$ cat config.mk
export PLATFORM = sky130hd
export DESIGN_NAME = gshare_predictor
export DESIGN_NICKNAME = d
export VERILOG_FILES = /design/src/rtl/gshare_predictor.sv
export SDC_FILE = /design/constraint.sdc
export NUM_CORES = 1
export LEC_CHECK = 0
export ABC_AREA = 1
export CAP_MARGIN = 0
export CELL_PAD_IN_SITES_DETAIL_PLACEMENT = 0
export CELL_PAD_IN_SITES_GLOBAL_PLACEMENT = 1
export CORE_UTILIZATION = 45
export CTS_CLUSTER_SIZE = 28
export DETAILED_ROUTE_END_ITERATION = 8
export PLACE_DENSITY_LB_ADDON = 0.1
export SYNTH_ARGS = -nofsm -noshare
export SYNTH_HDL_FRONTEND = slang
export SYNTH_SLANG_ARGS = --single-unit
export TNS_END_PERCENT = 1
$ cat constraint.sdc
create_clock -name clk -period 2.8 [get_ports clk]
set_input_delay 0.28 -clock clk [delete_from_list [all_inputs] [get_ports clk]]
set_output_delay 0.28 -clock clk [all_outputs]
set_load 0.05 [all_outputs]
$ cat src/rtl/gshare_predictor.sv
// gshare_predictor: PHT of saturating counters indexed by speculative (lookup) or committed (train) history.
// Define GSHARE_PC_XOR_EN to XOR pc[HIST_W+1:2] into the index (gshare); otherwise the index is history only.
module gshare_predictor #(
  parameter int ADDR_W   = 32,
  parameter int HIST_W   = 8,
  parameter int CTR_W    = 2,
  parameter int CTR_INIT = 1
) (
  input  logic              clk,
  input  logic              rst,
  input  logic              rdy,
  input  logic              insert_en,
  input  logic              mux,
  input  logic [ADDR_W-1:0] pc1,
  input  logic [ADDR_W-1:0] pc2,
  output logic              predict1,
  output logic              predict2,
  input  logic              modify_en,
  input  logic              clear,
  input  logic              choice,
  input  logic [ADDR_W-1:0] upd_pc
);

  localparam int               PHT_D   = 2 ** HIST_W;
  localparam logic [CTR_W-1:0] CTR_RST = CTR_W'(CTR_INIT);
  localparam logic [CTR_W-1:0] CTR_MAX = '1;

  logic [CTR_W-1:0]  pht [PHT_D];
  logic [HIST_W-1:0] gh;
  logic [HIST_W-1:0] ghb;
  logic [HIST_W-1:0] lk_idx1;
  logic [HIST_W-1:0] lk_idx2;
  logic [HIST_W-1:0] upd_idx;
  logic [HIST_W-1:0] ghb_next;
  logic [CTR_W-1:0]  upd_ctr;
  logic [CTR_W-1:0]  upd_ctr_next;
  logic              ins_bit;
  logic              unused_pc_bits;

`ifdef GSHARE_PC_XOR_EN
  assign lk_idx1 = gh ^ pc1[HIST_W+1:2];
  assign lk_idx2 = gh ^ pc2[HIST_W+1:2];
  assign upd_idx = ghb ^ upd_pc[HIST_W+1:2];
`else
  assign lk_idx1 = gh;
  assign lk_idx2 = gh;
  assign upd_idx = ghb;
`endif

  // Only a slice of each PC feeds the index (none in pure-global mode).
  assign unused_pc_bits = ^{pc1, pc2, upd_pc};

  assign predict1 = pht[lk_idx1][CTR_W-1];
  assign predict2 = pht[lk_idx2][CTR_W-1];
  assign ins_bit  = mux ? predict2 : predict1;
  assign ghb_next = {ghb[HIST_W-2:0], choice};
  assign upd_ctr  = pht[upd_idx];

  always_comb begin
    upd_ctr_next = upd_ctr;
    if (choice) begin
      if (upd_ctr != CTR_MAX) upd_ctr_next = upd_ctr + CTR_W'(1);
    end else begin
      if (upd_ctr != '0) upd_ctr_next = upd_ctr - CTR_W'(1);
    end
  end

  // A mispredict recovery rebuilds gh from committed history and drops any same-cycle insert.
  always_ff @(posedge clk) begin
    if (rst) begin
      for (int i = 0; i < PHT_D; i++) pht[i] <= CTR_RST;
      gh  <= '0;
      ghb <= '0;
    end else if (rdy) begin
      if (modify_en) begin
        pht[upd_idx] <= upd_ctr_next;
        ghb          <= ghb_next;
      end
      if (modify_en && clear) gh <= ghb_next;
      else if (insert_en)     gh <= {gh[HIST_W-2:0], ins_bit};
    end
  end

endmodule

# ---- Word level (Yosys, flattened, before mapping)
# Memory sizes are Yosys's and may differ from the RTL's. A register that Yosys moved wholly into a read port is not among the register bits.
# Index checks and enable logic that the tools add are counted.
dict set report op_classes {
  addsub 2
  eq_ne 1
  mux 18
  n_reduce_logical 6
}
# operator count
set ops {}
lappend ops {{two-way mux 8 bit} 7}
lappend ops {{two-way mux 2 bit} 4}
lappend ops {{two-way mux 1 bit} 7}
lappend ops {{AND reduction 2 bit} 2}
lappend ops {{nonzero test 2 bit} 2}
lappend ops {{adder 2 x 1 -> 2 bit (second input constant)} 1}
lappend ops {{inequality test 2 bit (second input constant)} 1}
lappend ops {{OR reduction 2 bit} 1}
lappend ops {{subtractor 2 x 1 -> 2 bit (second input constant)} 1}
lappend ops {{logical AND 1 bit} 1}
dict set report totals {
  reg_bits 16
  ramBits 512
  wordCells 30
  mem_count 1
}
# memory words word_bits read_ports rd_clocked_by_memory_dff write_ports line_no
set mem_list {}
lappend mem_list {pht 256 2 2 2 256 28} ;# logic [CTR_W-1:0] pht [PHT_D];

# ---- Depth between registers and ports, before layout
dict set report logic_depth {
  ltp_word 6
  depth_mapped 20
  ltp_nobuf 15
}

# ---- Worst setup path before layout
# No wires, ideal clock.
dict set report synth_path {
  kind {register to output}
  startpoint {reg (tool-made name)}
  endpoint {out predict2}
  arrival_time_ps 2144
  t_required_ps 2520
  slack_ps 376
  path_stages_with_launch 15
  path_buffers 3
  cell_sequence {dfxtp_1 inv_1 clkbuf_1 clkbuf_1 nand2_1 nand3_1 nand3_1 nand3_1 nand3_1 nand2_1 nand2_1 nand3_1 nand3_1 nand2_1 buf_4}
}
# item line_no
set synth_rtl {}
lappend synth_rtl {{to (decl)} 17} ;# output logic predict2,

==> impl_metrics.py <==
metrics = {
    "min_path": {
        "hold_depth": 3,
        "hold_class": "input port to flop",
        "hold_start": "rst",
    },
    "yosys": {
        "yosysTopAreaCellShare": 0.498,
        "syn_area_mm2": 0.0309,
        "synth_top_area_cell": "edfxtp_1",
        "ys_ff_latch": 544,
        "synthTopCellsByArea": "edfxtp_1 50%, nand3_1 16%, nand2_1 13%",
        "syn_avg_cell_area_um2": 7.92,
        "syn_nets": 4001,
        "ys_types": 19,
        "synth_cells": 3897,
        "synth-warning-count": 0,
        "yosysSeqAreaShare": 0.519,
    },
    "clock_network": {
        "cts_sinks": 544,
        "clk_pin_slew_ns": 0.06,
        "postCtsHoldBufs": 0,
        "cts_buffers": 66,
        "ctsLongestPathBuffers": 3,
        "cts-root-buf": "clkbuf_16",
        "cts.htree.levels": 3,
        "clk_latency_ns": 0.62,
        "cts_tree": "built",
    },
    "setup_path": {
        "r2r_cells": 20,
        "crit_path_end_kind": "output pin",
        "cp_max_fo": 6,
        "critPathLaunchType": "flop",
        "crit_slowest_cell": "dfxtp_4",
        "crit_type": "flop to output pin",
        "critical_path_required_ns": 2.52,
        "cp_cell_sequence": "buf_12 > clkinv_16 > buf_16 > buf_12 > buf_6 > nand2_1 > nand3_1 > nand3_2 > nand3_2 > nand3_4 > nand2_4 > nand2_2 > nand3_2 > nand3_2 > nand2_4 > buf_12",
        "path_delay_family": "simple AND/OR/NAND/NOR gates",
        "ff2ff_setup_slack_ns": -0.07,
        "cp.arrival_ns": 2.62,
        "timing.rr.end": "pht[183][1]",
        "path_common_cell": "nand3_2",
        "critPathMaxStageDelay_ns": 0.35,
        "critical_path_buf_inv_count": 6,
    },
    "finish": {
        "stdcell_count": 4859,
        "layout-drive-gt1-share": 0.219,
        "fin_area_mm2": 0.0387,
        "area_growth_pct": 25.5,
        "final_cell_mix": "1044 x nand2_1, 756 x nand3_1, 512 x edfxtp_1",
        "nets": 4036,
        "final_common_cell": "nand2_1",
    },
    "run_status": {
        "violations": "setup timing",
        "status": "finished, violations left",
    },
    "sta": {
        "max_slew_margin": 0.387,
        "setup_violations": 130,
        "drv_slew": 0,
        "fin_skew_ns": 0.0264,
        "timing.final.crit_share": 1.03,
        "min_period_ns": 2.90,
        "fmax_ghz": 0.345,
        "rsz0062_at_grt": "true",
        "setup_slack_ns": -0.0969,
        "tightest_slew_ns": 0.918,
        "hold_violations": 0,
    },
    "global_routing": {
        "grt_max_degree": 57,
        "grt_pass1_vias": 26600,
        "grt_overflow": 0,
        "antenna_found_initial": 0,
        "grt_pass1_wl_um": 162000,
        "grt_util_all_layers": 0.312,
    },
    "die": {
        "die_area_mm2": 0.0697,
        "chipWidth_um": 264,
        "coreArea_mm2": 0.0675,
        "die_height_um": 264,
        "rows": 95,
        "pin_count": 106,
        "start_util": 0.457,
    },
    "placement": {
        "dp_slack_ns": -0.139,
        "place_inst": 4666,
        "gp_congestion": 0.884,
        "port_buffers": 8,
        "place_area_mm2": 0.0331,
        "place_hpwl_um": 66400,
    },
    "run": {
        "maxCapViolCount": 0,
    },
    "power_and_ir_drop": {
        "p_leak_nw": 13.8,
        "p_per_area_mw_per_mm2": 607,
        "peakVddDrop_mv": 0.514,
    },
    "route": {
        "drt-total-wl_um": 114000,
        "drt-wirelength-per-cell_um": 23.5,
        "ant_nets": 0,
        "drc": 0,
        "vias": 28300,
        "drt_first_pass_iters": 6,
        "drt_iter0_drc": 3288,
        "vias_per_cell": 5.82,
    },
}
## final cells by class
cell class | instances | area, um^2
Antenna cell | 1 | 2.50
Sequential cell | 544 | 16000
Tap cell | 873 | 1090
Timing Repair Buffer | 272 | 4290
Timing Repair inverter | 4 | 55.1
Inverter | 342 | 1350
Multi-Input combinational cell | 2702 | 13700
Clock inverter | 25 | 297
Fill cell | 5861 | 28800
Clock buffer | 96 | 1940
## worst register-to-register path: cells and delay by family (launching register included)
kind,cells,cell delay [ns]
buffers and inverters,8,1.26
DFF,1,0.37
and+or+nand+nor,12,0.99
## report_power, final
group | total (W) | switching [W] | internal, W | leakage, nW
Combinational | 0.00538 | 0.00335 | 0.00203 | 8.08
Clock | 0.00897 | 0.00351 | 0.00546 | 1.10
Sequential | 0.00915 | 0.000122 | 0.00903 | 4.65
Total | 0.0235 | 0.00698 | 0.0165 | 13.8
## worst max path at each step
| stage | startpoint | to | slack, ns | cells past startpoint |
|---|---|---|---|---|
| 2_1_floorplan | flop | predict2 | 0.38 | 14 |
| 3_3_place_gp | flop | pht[234][1] | -0.1 | 18 |
| 3_5_place_dp | flop | pht[252][1] | -0.14 | 18 |
| 4_1_cts | flop | predict2 | -0.13 | 16 |
| 5_1_grt | flop | predict2 | -0.19 | 15 |
| 6_report | flop | predict2 | -0.1 | 16 |
## cells by family after synthesis
group                  synth area share
buffers and inverters            0.0949
AND/OR/NAND/NOR                   0.381
AO/OA/AOI/OAI                   0.00563
flip-flops                        0.519
## synth_stat cells
master,count
buf_2,88
inv_1,335
nand3_1,997
buf_6,28
buf_4,44
nand4_1,2
buf_1,27
nor2_2,190
clkinv_1,2
a31oi_1,7
a21oi_1,10
clkbuf_1,122
nand2_1,1099
dfxtp_1,32
nor2_1,379
edfxtp_1,512
o21ai_0,16
nand2_2,2
inv_2,5
## metal layers
| layer | share of wire | vias up | global-route usage |
|---|---|---|---|
| met5 | 0 | - | 0 |
| met4 | 0.041 | 0 | 0.142 |
| met3 | 0.092 | 263 | 0.0506 |
| met2 | 0.48 | 1426 | 0.513 |
| met1 | 0.39 | 13700 | 0.403 |
| li1 | - | 12800 | - |
## what timing repair did
| item | 4_1_cts | 5_1_grt |
|---|---|---|
| buffers inserted | 24 | 7 |
| pin swaps | 29 | 136 |
| resized for setup | 121 | 313 |
| endpoints found under the setup margin | 414 | 509 |
| gates cloned | 16 | 31 |
## state kept, by name (all words and copies together), names as in the netlist, named ones only
name / flops
ghb: 8
pht: 512
gh: 8
## stage by stage
step | hold slack, ns | utilization | setup TNS, ns | total power [W]
floorplan | 0.358 | - | 0 | 0.0117
global placement | 0.476 | 0.491 | -19.95 | 0.0136
global route | 0.457 | 0.574 | -28.38 | 0.0242
detailed placement | 0.466 | 0.491 | -24.68 | 0.0136
finish | 0.456 | 0.574 | -4.19 | 0.0235
CTS | 0.444 | 0.542 | -0.724 | 0.0229
(Power assumes the default switching activity.)
